$ cat config.mk
export PLATFORM = sky130hd
export DESIGN_NAME = t_toggle_monitor
export DESIGN_NICKNAME = d
export VERILOG_FILES = /design/src/rtl/t_toggle_pkg.sv /design/src/rtl/t_edge_det.sv /design/src/rtl/t_toggle_monitor.sv
export SDC_FILE = /design/constraint.sdc
export NUM_CORES = 1
export LEC_CHECK = 0
export ABC_AREA = 1
export CAP_MARGIN = 20
export CORE_MARGIN = 1
export CORE_UTILIZATION = 35
export CTS_CLUSTER_DIAMETER = 150
export DETAILED_ROUTE_END_ITERATION = 8
export SETUP_SLACK_MARGIN = 0.02
export SYNTH_ARGS = -nofsm -noshare
export SYNTH_HDL_FRONTEND = slang
export SYNTH_SLANG_ARGS = --single-unit
$ cat constraint.sdc
create_clock -name clk -period 3.35 [get_ports clk]
set_input_delay 0.335 -clock clk [delete_from_list [all_inputs] [get_ports clk]]
set_output_delay 0.335 -clock clk [all_outputs]
set_load 0.005 [all_outputs]
$ cat src/rtl/t_toggle_pkg.sv
// Shared types and defaults for the toggle monitor.
// Optional feature macro used by this slice: T_TOGGLE_MONITOR_SYNC_EN.
package t_toggle_pkg;

  localparam int unsigned CNT_W_DEF = 8;

  typedef enum logic [1:0] {
    IDLE = 2'b00,
    RUN  = 2'b01,
    SAT  = 2'b10
  } state_t;

endpackage

$ cat src/rtl/t_edge_det.sv
// Level-change detector for the toggle input.
// T_TOGGLE_MONITOR_SYNC_EN adds a 2-flop synchronizer in front of detection.
module t_edge_det
  import t_toggle_pkg::*;
(
  input  logic clk,
  input  logic rst,
  input  logic i_tog,
  input  logic i_clr,
  output logic o_edge_pulse,
  output logic o_edge_c
);

  logic w_samp;
  logic r_tog_q;
  logic r_edge_pulse;

`ifdef T_TOGGLE_MONITOR_SYNC_EN
  logic r_sync1;
  logic r_sync2;

  // Two-stage synchronizer for an asynchronous upstream
  always_ff @(posedge clk or posedge rst) begin
    if (rst) begin
      r_sync1 <= 1'b0;
      r_sync2 <= 1'b0;
    end else begin
      r_sync1 <= i_tog;
      r_sync2 <= r_sync1;
    end
  end

  assign w_samp = r_sync2;
`else
  assign w_samp = i_tog;
`endif

  // Previous sampled level; keeps tracking through clr so no spurious edge follows it
  always_ff @(posedge clk or posedge rst) begin
    if (rst) r_tog_q <= 1'b0;
    else     r_tog_q <= w_samp;
  end

  assign o_edge_c = w_samp ^ r_tog_q;

  // Registered edge pulse; clr suppresses an edge arriving in the same cycle
  always_ff @(posedge clk or posedge rst) begin
    if (rst) r_edge_pulse <= 1'b0;
    else     r_edge_pulse <= o_edge_c & ~i_clr;
  end

  assign o_edge_pulse = r_edge_pulse;

endmodule

$ cat src/rtl/t_toggle_monitor.sv
// Toggle monitor: edge pulses, edge count with sticky wrap, and inter-edge period.
// T_TOGGLE_MONITOR_SYNC_EN selects synchronized sampling of tog_in.
module t_toggle_monitor
  import t_toggle_pkg::*;
#(
  parameter int unsigned CNT_W = CNT_W_DEF
) (
  input  logic             clk,
  input  logic             rst,
  input  logic             tog_in,
  input  logic             clr,
  output logic             edge_pulse,
  output logic [CNT_W-1:0] count,
  output logic             cnt_wrap,
  output logic [CNT_W-1:0] period,
  output logic             period_valid,
  output logic             per_ovf
);

  localparam logic [CNT_W-1:0] GAP_MAX = {CNT_W{1'b1}};
  localparam logic [CNT_W-1:0] GAP_PRE = GAP_MAX - CNT_W'(1);

  logic             w_edge;
  state_t           r_state;
  logic [CNT_W-1:0] r_count;
  logic             r_cnt_wrap;
  logic [CNT_W-1:0] r_gap;
  logic [CNT_W-1:0] r_period;
  logic             r_period_valid;
  logic             r_per_ovf;

  t_edge_det u_edge_det (
    .clk         (clk),
    .rst         (rst),
    .i_tog       (tog_in),
    .i_clr       (clr),
    .o_edge_pulse(edge_pulse),
    .o_edge_c    (w_edge)
  );

  // Edge counter, gap counter and period FSM
  always_ff @(posedge clk or posedge rst) begin
    if (rst) begin
      r_state        <= IDLE;
      r_count        <= '0;
      r_cnt_wrap     <= 1'b0;
      r_gap          <= '0;
      r_period       <= '0;
      r_period_valid <= 1'b0;
      r_per_ovf      <= 1'b0;
    end else if (clr) begin
      r_state        <= IDLE;
      r_count        <= '0;
      r_cnt_wrap     <= 1'b0;
      r_gap          <= '0;
      r_period       <= '0;
      r_period_valid <= 1'b0;
      r_per_ovf      <= 1'b0;
    end else begin
      r_period_valid <= 1'b0;

      if (w_edge) begin
        r_count <= r_count + CNT_W'(1);
        if (r_count == GAP_MAX) r_cnt_wrap <= 1'b1;
        r_gap <= '0;
      end else if (r_gap != GAP_MAX) begin
        r_gap <= r_gap + CNT_W'(1);
      end

      case (r_state)
        IDLE: begin
          if (w_edge) r_state <= RUN;
        end
        RUN: begin
          if (w_edge) begin
            r_period       <= r_gap + CNT_W'(1);
            r_per_ovf      <= 1'b0;
            r_period_valid <= 1'b1;
          end else if (r_gap == GAP_PRE) begin
            r_state <= SAT;
          end
        end
        SAT: begin
          if (w_edge) begin
            r_period       <= GAP_MAX;
            r_per_ovf      <= 1'b1;
            r_period_valid <= 1'b1;
            r_state        <= RUN;
          end
        end
        default: r_state <= IDLE;
      endcase
    end
  end

  assign count        = r_count;
  assign cnt_wrap     = r_cnt_wrap;
  assign period       = r_period;
  assign period_valid = r_period_valid;
  assign per_ovf      = r_per_ovf;

endmodule

**After elaboration in Yosys (flattened, before gate mapping)**

Cells that the tools add are included.

- $add $sub $neg: 2
- Bitwise operators: 3
- Equal/unequal tests: 10
- Mux-type cells: 24
- Reduce and logical (&&, ||, !) cells: 10

Operators with widths:

| cell | number |
|---|---|
| $mux W8 | 8 |
| $add A8 B1 Y8 const B | 2 |
| $eq A8 B8 Y1 const B | 2 |
| $pmux W8 S2 | 1 |
| $mux W1 | 9 |
| $mux W2 | 4 |
| $ne A8 B8 Y1 const B | 1 |
| $ne A3 B2 Y1 const B | 2 |
| $ne A3 B3 Y1 const B | 2 |
| $reduce_and A3 Y1 | 2 |
| $reduce_bool A3 Y1 | 2 |
| $pmux W2 S2 | 1 |
| $reduce_bool A2 Y1 | 2 |
| $reduce_or A2 Y1 | 2 |
| $ne A3 B1 Y1 const B | 1 |
| $eq A2 B1 Y1 const B | 1 |
| $eq A2 B2 Y1 const B | 1 |
| $logic_not A2 Y1 | 1 |
| $pmux W1 S2 | 1 |
| $reduce_and A2 Y1 | 1 |
| $and A1 B1 Y1 | 1 |
| $not A1 Y1 | 1 |
| $xor A1 B1 Y1 | 1 |

- Output and inout bits: 20
- Logic and storage cells: 58
- Flip-flop bits (word level): 31
- Input port bits: 4

**Longest topological paths before layout**

Gate-level depths: netlist (run 1).

- Depth after elaboration: 5
- Depth in mapped cells: 9
- Gate-level depth less buffers: 9

**Cells and area by module**

Synthesis (run 1) repeated with hierarchy kept, for this count alone.

- Cells, all modules: 196
- Area total of the unflattened synthesis: 1571.5 µm²

Modules (own cells, without submodules):

| module | times used | seq. area each (µm²) | area an instance (µm²) | cells an instance |
|---|---|---|---|---|
| t_toggle_monitor | 1 | 725.7 | 1486.4 | 186 |
| t_edge_det | 1 | 50.0 | 85.1 | 10 |

**Worst setup path after synthesis (run 1)**

OpenSTA, ideal clock, no wires.

- Path type: register to register
- From: reg r_state[0]
- To: reg r_period[3] (netlist: period[3])
- Required time: 3.227 ns
- Library setup time: 0.123 ns
- Arrival: 1.202 ns
- Slack: 2.025 ns
- Cell stages (with the launch flop): 9
- Buffers on the path: 0
- Clock period less this slack: 1.325 ns
- Path through: dfrtp_1 -> inv_1 -> ha_1 -> inv_1 -> nand2_1 -> nand2_1 -> inv_2 -> o21ai_0 -> nand2_1

- Longest elaborated chain between the ends: 3
- Elaborated cells on any way between the ends: 8
- Those cells by class: eq/ne: 4; mux: 2; reduce/logical: 2

RTL lines:

| what | line | text |
|---|---|---|
| start: declaration | t_toggle_monitor.sv:24 | `state_t r_state;` |
| start signal: assignment | t_toggle_monitor.sv:44 | `r_state <= IDLE;` |
| start signal: assignment | t_toggle_monitor.sv:52 | `r_state <= IDLE;` |
| start signal: assignment | t_toggle_monitor.sv:72 | `if (w_edge) r_state <= RUN;` |
| $eq A2 B1 Y1 / $eq A2 B2 Y1 (equally long branches) | t_toggle_monitor.sv:70 | `case (r_state)` |
| $ne A3 B2 Y1 (no source line) (tied with other cells) | - |  |
| $reduce_and A3 Y1 (no source line) / $mux W8 (equally long branches) | - |  |
| end signal: assignment | t_toggle_monitor.sv:76 | `r_period <= r_gap + CNT_W'(1);` |
| end: declaration | t_toggle_monitor.sv:28 | `logic [CNT_W-1:0] r_period;` |

Several ways; a longest one is shown, not always the timed one.
A chain may end at the register's enable or synchronous reset.

**Worst setup path in the final report (run 1)**

Same ends and word-level chain as after synthesis.

==> results of run 1 <==
-- cells by family (layout without fill, tap and decap cells) --
group | count (synthesis) | count (layout) | share of synthesized area
XOR/XNOR | 3 | 3 | 0.0157
adder cells (fa/ha/maj) | 7 | 7 | 0.0523
AO/OA/AOI/OAI | 18 | 18 | 0.0620
flip-flops | 31 | 31 | 0.463
buffers and inverters | 27 | 57 | 0.0628
AND/OR/NAND/NOR | 120 | 120 | 0.344
-- cells in the final DEF (no fill, tap or decap), types with 2 or more instances in the layout --
cell type | synthesis | layout
nor2_4 | 3 | 3
nand2_1 | 73 | 73
dfrtp_1 | 31 | 31
a31oi_1 | 2 | 2
a21oi_1 | 6 | 6
nand2_2 | 3 | 3
nor2_1 | 17 | 17
inv_2 | 3 | 3
nor2_8 | 2 | 2
ha_1 | 7 | 7
inv_1 | 23 | 23
o21ai_0 | 8 | 8
nand3b_1 | 2 | 2
clkbuf_8 | 0 | 6
clkdlybuf4s50_1 | 0 | 23
xnor2_1 | 2 | 2
nand2_4 | 2 | 2
nand3_1 | 15 | 15
-- registers in the layout (all words and copies together), names as in the netlist --
signal / cells
u_edge_det.r_tog_q: 1
count: 8
period_valid: 1
u_edge_det.o_edge_pulse: 1
cnt_wrap: 1
r_gap: 8
per_ovf: 1
r_state: 2
period: 8
-- critical path: stages (launching register included) --
cell and delay, ns:
dfrtp_1 0.39, inv_1 0.08, ha_1 0.27, inv_1 0.25, nand2_1 0.16, nand2_1 0.17
inv_2 0.08, o21ai_0 0.08, nand2_1 0.07
-- cells in the mapped netlist --
library cell / count
nor2_4: 3
nand3_1: 15
dfrtp_1: 31
nor2_2: 1
nand2_2: 3
xnor2_1: 2
nor2_8: 2
a31oi_1: 2
nand2_8: 1
inv_1: 23
o21ai_0: 8
nand4_1: 1
nand2_1: 73
buf_4: 1
a21oi_1: 6
nand3b_1: 2
ha_1: 7
o21ai_4: 1
inv_2: 3
nand2_4: 2
xor2_1: 1
o21ai_1: 1
nor2_1: 17
-- power breakdown --
part | switching [W] | internal (W) | leakage (nW)
Combinational | 0.0000959 | 0.0000684 | 0.598
Sequential | 0.0000183 | 0.000398 | 0.424
Clock | 0.000139 | 0.000161 | 0.0470
-- area by class of cell --
type | count | area, um^2 | area share
clock inverters | 1 | 5.00 | 0.00243
clock buffers | 6 | 82.6 | 0.0401
inverters | 26 | 97.6 | 0.0474
flip-flops and latches | 31 | 776 | 0.377
multi-input cells | 148 | 793 | 0.386
well taps | 52 | 65.1 | 0.0316
repair buffers | 24 | 238 | 0.116
-- metrics by stage --
step                      instances  setup slack, ns  area (um^2)  total power (W)
after global placement          281             1.58         1970         0.000590
after CTS                       288             1.67         2060         0.000894
final                           288             1.68         2060         0.000880
after global routing            288             1.52         2060         0.000936
after detailed placement        281             1.54         1970         0.000591
after floorplan                 206             2.02         1670         0.000524
-- path summary, 6_finish.rpt --
path / start / endpoint / slack (ns) / cells after the start
worst max-delay path: r_state[0] / period[3] / 1.68 / 8
worst min-delay path: rst / r_gap[7] / 0.43 / 3
worst max register to register: r_state[0] / period[3] / 1.68 / 8
worst min register to register: period[6] / period[6] / 0.49 / 2
max in group asynchronous: rst / count[5] / 2.63 / 3
min in group clk: period[6] / period[6] / 0.49 / 2
-- routing by layer --
metal / up-vias / part of all wire / GRT usage
met2: 26 / 0.46 / 0.251
met5: - / 0 / 0
met4: 0 / 0.022 / 0.0667
li1: 699 / - / -
met1: 634 / 0.48 / 0.204
met3: 7 / 0.037 / 0.0427
==> impl_metrics.yaml, run 1 <==
run_status:
  outcome: "complete, but fails checks"
  violations: "design-rule violations"
clock_tree:
  root_buffer: "clkbuf_8"
  post_cts_buffers: 0
  clockBufferDepth: 2
  cts_resized: 0
  htreeDepth: 2
  clock_latency_ns: 0.28
  clk_pin_slew_worst_paths_ns: 0.07
  clkSinkCount: 31
  cts_made_buffers: 5
  cts_hold_buf: 0
  cts_tree: "yes"
global_route:
  overflow: 0
  grt_pass1_vias: 1353
  antenna_found_initial: 0
  grtUsageTotal: 0.158
  grt_max_degree: 32
  grt_pass1_wl_mm: 6.17
sta:
  setup_viol: 0
  slew_headroom: 0.719
  tns_ns: 0
  fmax_mhz: 601
  worst_pin_slew_ns: 0.420
  fin_skew_ns: 0.00489
  rsz0062_at_grt: "no"
  drv_slew: 0
  hold_ws_ns: 0.434
  min_period_over_period: 0.497
  period_needed_ns: 1.67
  hold_violations: 0
worst_setup_path:
  start_kind: "register"
  path_class: "reg2reg"
  critPathRequiredTime_ns: 3.52
  crit_fanout: 7
  crit_arrival_ns: 1.83
  endpoint_kind: "register"
synthesis:
  syn_area_per_cell_um2: 8.13
  synthesis.nets: 217
  yosysTopAreaCell: "dfrtp_1"
  yosysSeqAreaShare: 0.463
  syn_area_mm2: 0.00167
  synth_cell_types: 23
  synthDominantCellAreaShare: 0.463
  ys_warn_count: 0
  ys_seq_elements: 31
  ys_top_cells_by_area: "dfrtp_1 (46%), nand2_1 (16%), ha_1 (5.2%)"
  syn_inst: 206
power_and_ir_drop:
  vdd_drop_max_mv: 0.223
  powerDensity_mw_per_mm2: 428
  p_leak_nw: 1.07
routing:
  drt_iter0_markers: 78
  drcViolationCount: 1
  via_per_inst: 4.74
  drt_wl_total_mm: 3.35
  antenna_left: 0
  firstDrtPassIters: 8
  via_count: 1366
  wl_per_cell_um: 11.6
layout:
  fillers: 451
  fin_nets: 247
  fin_util: 0.460
  drive_above_1_share: 0.102
  syn2layout_area_growth_pct: 22.9
  antenna_cells: 0
floorplanning:
  chipWidth_um: 71.2
  fp.dieH_um: 71.2
  start_util: 0.374
  coreArea_mm2: 0.00447
  io_pins: 24
  die_area_mm2: 0.00506
  row_count: 24
placed_design:
  gp_congestion: 0.808
  dp_hpwl_mm: 2.50
  io_buffers: 23
worst_hold_path:
  hold_class: "in2async"
run:
  cap_viol_max_count: 0
Note: power is estimated with default switching activity, not from simulation.
==> run 2, diff against run 1 <==
Clock period 3.35 ns to 1.7 ns, I/O delays scaled along.
==> run 2 against run 1 <==
Against the previous run:
- the flow still finishes with violations (design-rule violations)
- sequential power grew 98%
- non-clock buffer count grew 2
- cell count grew 0.69%
- cell area grew 0.73%
- worst setup slack lost 1.4 ns
- clock skew is essentially flat
- hold slack lost 0.16 ns
- maximum frequency grew 14%
- highest routed layer unchanged
==> impl_metrics.yaml, run 2 (synthesis results as in run 1) <==
run_status:
  outcome: "complete, but fails checks"
  violations: "design-rule violations"
worst_setup_path:
  cp_num_buf_inv: 3
  crit_fanout: 6
  cp_slowest_cell: "dfrtp_1"
  start_kind: "register"
  endpoint_kind: "register"
  crit_family: "flip-flops"
  crit_arrival_ns: 1.68
  reg2reg_setup_slack_ns: 0.24
  slowest_delay_ns: 0.42
  path_class: "reg2reg"
  path_cells: "inv_1 > ha_1 > inv_1 > nand2_1 > nand2_1 > inv_2 > o21ai_0 > nand2_1"
  cpMostUsedCell: "nand2_1"
  critPathRequiredTime_ns: 1.92
global_route:
  antenna_found_initial: 0
  grt_max_degree: 32
  grt_pass1_vias: 1320
  grt_pass1_wl_mm: 6.16
  grtUsageTotal: 0.160
  overflow: 0
sta:
  min_period_over_period: 0.860
  finalWorstSetupSlack_ns: 0.239
  fin_skew_ns: 0.00486
  setup_viol: 0
  fmax_mhz: 684
  hold_violations: 0
  drv_slew: 0
  worst_pin_slew_ns: 0.405
  tns_ns: 0
  slew_headroom: 0.730
  rsz0062_at_grt: "no"
  period_needed_ns: 1.46
floorplanning:
  fp.dieH_um: 71.2
  io_pins: 24
  die_area_mm2: 0.00506
  coreArea_mm2: 0.00447
  start_util: 0.374
  chipWidth_um: 71.2
  row_count: 24
routing:
  wl_per_cell_um: 12.3
  via_count: 1378
  drt_wl_total_mm: 3.58
  antenna_left: 0
  via_per_inst: 4.75
  drt_iter0_markers: 74
  drcViolationCount: 1
  firstDrtPassIters: 6
clock_tree:
  clk_pin_slew_worst_paths_ns: 0.07
  cts_made_buffers: 5
  clkSinkCount: 31
  root_buffer: "clkbuf_8"
  post_cts_buffers: 0
  htreeDepth: 2
  cts_resized: 0
  clock_latency_ns: 0.28
  cts_tree: "yes"
  clockBufferDepth: 2
  cts_hold_buf: 0
layout:
  register_area_um2: 776
  layout_common_cells: "nand2_1 (73), dfrtp_1 (31), inv_1 (23), clkdlybuf4s50_1 (23), nor2_1 (17)"
  fin_util: 0.463
  multi_input_comb_area_um2: 793
  drive_above_1_share: 0.109
  antenna_cells: 0
  final_common_cell: "nand2_1"
  syn2layout_area_growth_pct: 23.8
  fin_nets: 249
  fillers: 470
  finalNonFillerCells: 290
power_and_ir_drop:
  p_clk_frac: 0.338
  powerDensity_mw_per_mm2: 848
  intPower_w: 0.00125
  p_leak_nw: 1.08
  p_comb_frac: 0.194
  p_sw_frac: 0.291
  power.switching_w: 0.000511
  pwr-share-seq: 0.468
  vdd_drop_max_mv: 0.329
run:
  cap_viol_max_count: 0
worst_hold_path:
  hold_class: "in2async"
placed_design:
  io_buffers: 23
  gp_congestion: 0.792
  post-place-ws_ns: 0.208
  dp_hpwl_mm: 2.61
  dp_cells: 283
## run 2: metal layers
| metal | wire [um] | GRT usage | vias up |
|---|---|---|---|
| met5 | 0 | 0 | - |
| met4 | 74 | 0.0711 | 0 |
| met3 | 146 | 0.0470 | 7 |
| met2 | 1670 | 0.251 | 33 |
| met1 | 1680 | 0.205 | 635 |
| li1 | - | - | 703 |
## run 2: worst min-delay path: cells and delay by family
family / cells / cell delay (ns)
buffers and inverters: 3 / 0.81
## run 2: path summary, 6_finish.rpt
path                            startpoint                 end  depth (start not counted)
worst min-delay path                   rst            r_gap[5]                          3
min in group clk                    tog_in  u_edge_det.r_tog_q                          1
worst min register to register   period[6]           period[6]                          2
worst max register to register  r_state[0]           period[3]                          8
worst max-delay path            r_state[0]           period[3]                          8
max in group asynchronous              rst          r_state[0]                          3
## run 2: final cells by class
class | count | share of cell area
Inverter | 26 | 0.0471
Sequential cell | 31 | 0.374
Clock buffer | 6 | 0.0399
Clock inverter | 1 | 0.00242
Timing Repair Buffer | 26 | 0.122
Tap cell | 52 | 0.0314
Multi-Input combinational cell | 148 | 0.383
## run 2: metrics by stage
step	hold slack [ns]	total power, W	area, um^2
2_1_floorplan	0.201	0.00103	1670
3_3_place_gp	0.463	0.00117	1980
3_5_place_dp	0.465	0.00118	1980
4_1_cts	0.286	0.00178	2070
5_1_grt	0.322	0.00186	2070
6_report	0.275	0.00176	2070
## run 2: power groups by stage
stage / sequential [W] / combinational [W] / clock (W)
finish: 0.000822 / 0.000340 / 0.000594
floorplan: 0.000831 / 0.000202 / 0
global placement: 0.000836 / 0.000337 / 0
CTS: 0.000821 / 0.000347 / 0.000612
detailed placement: 0.000834 / 0.000346 / 0
global route: 0.000828 / 0.000386 / 0.000646
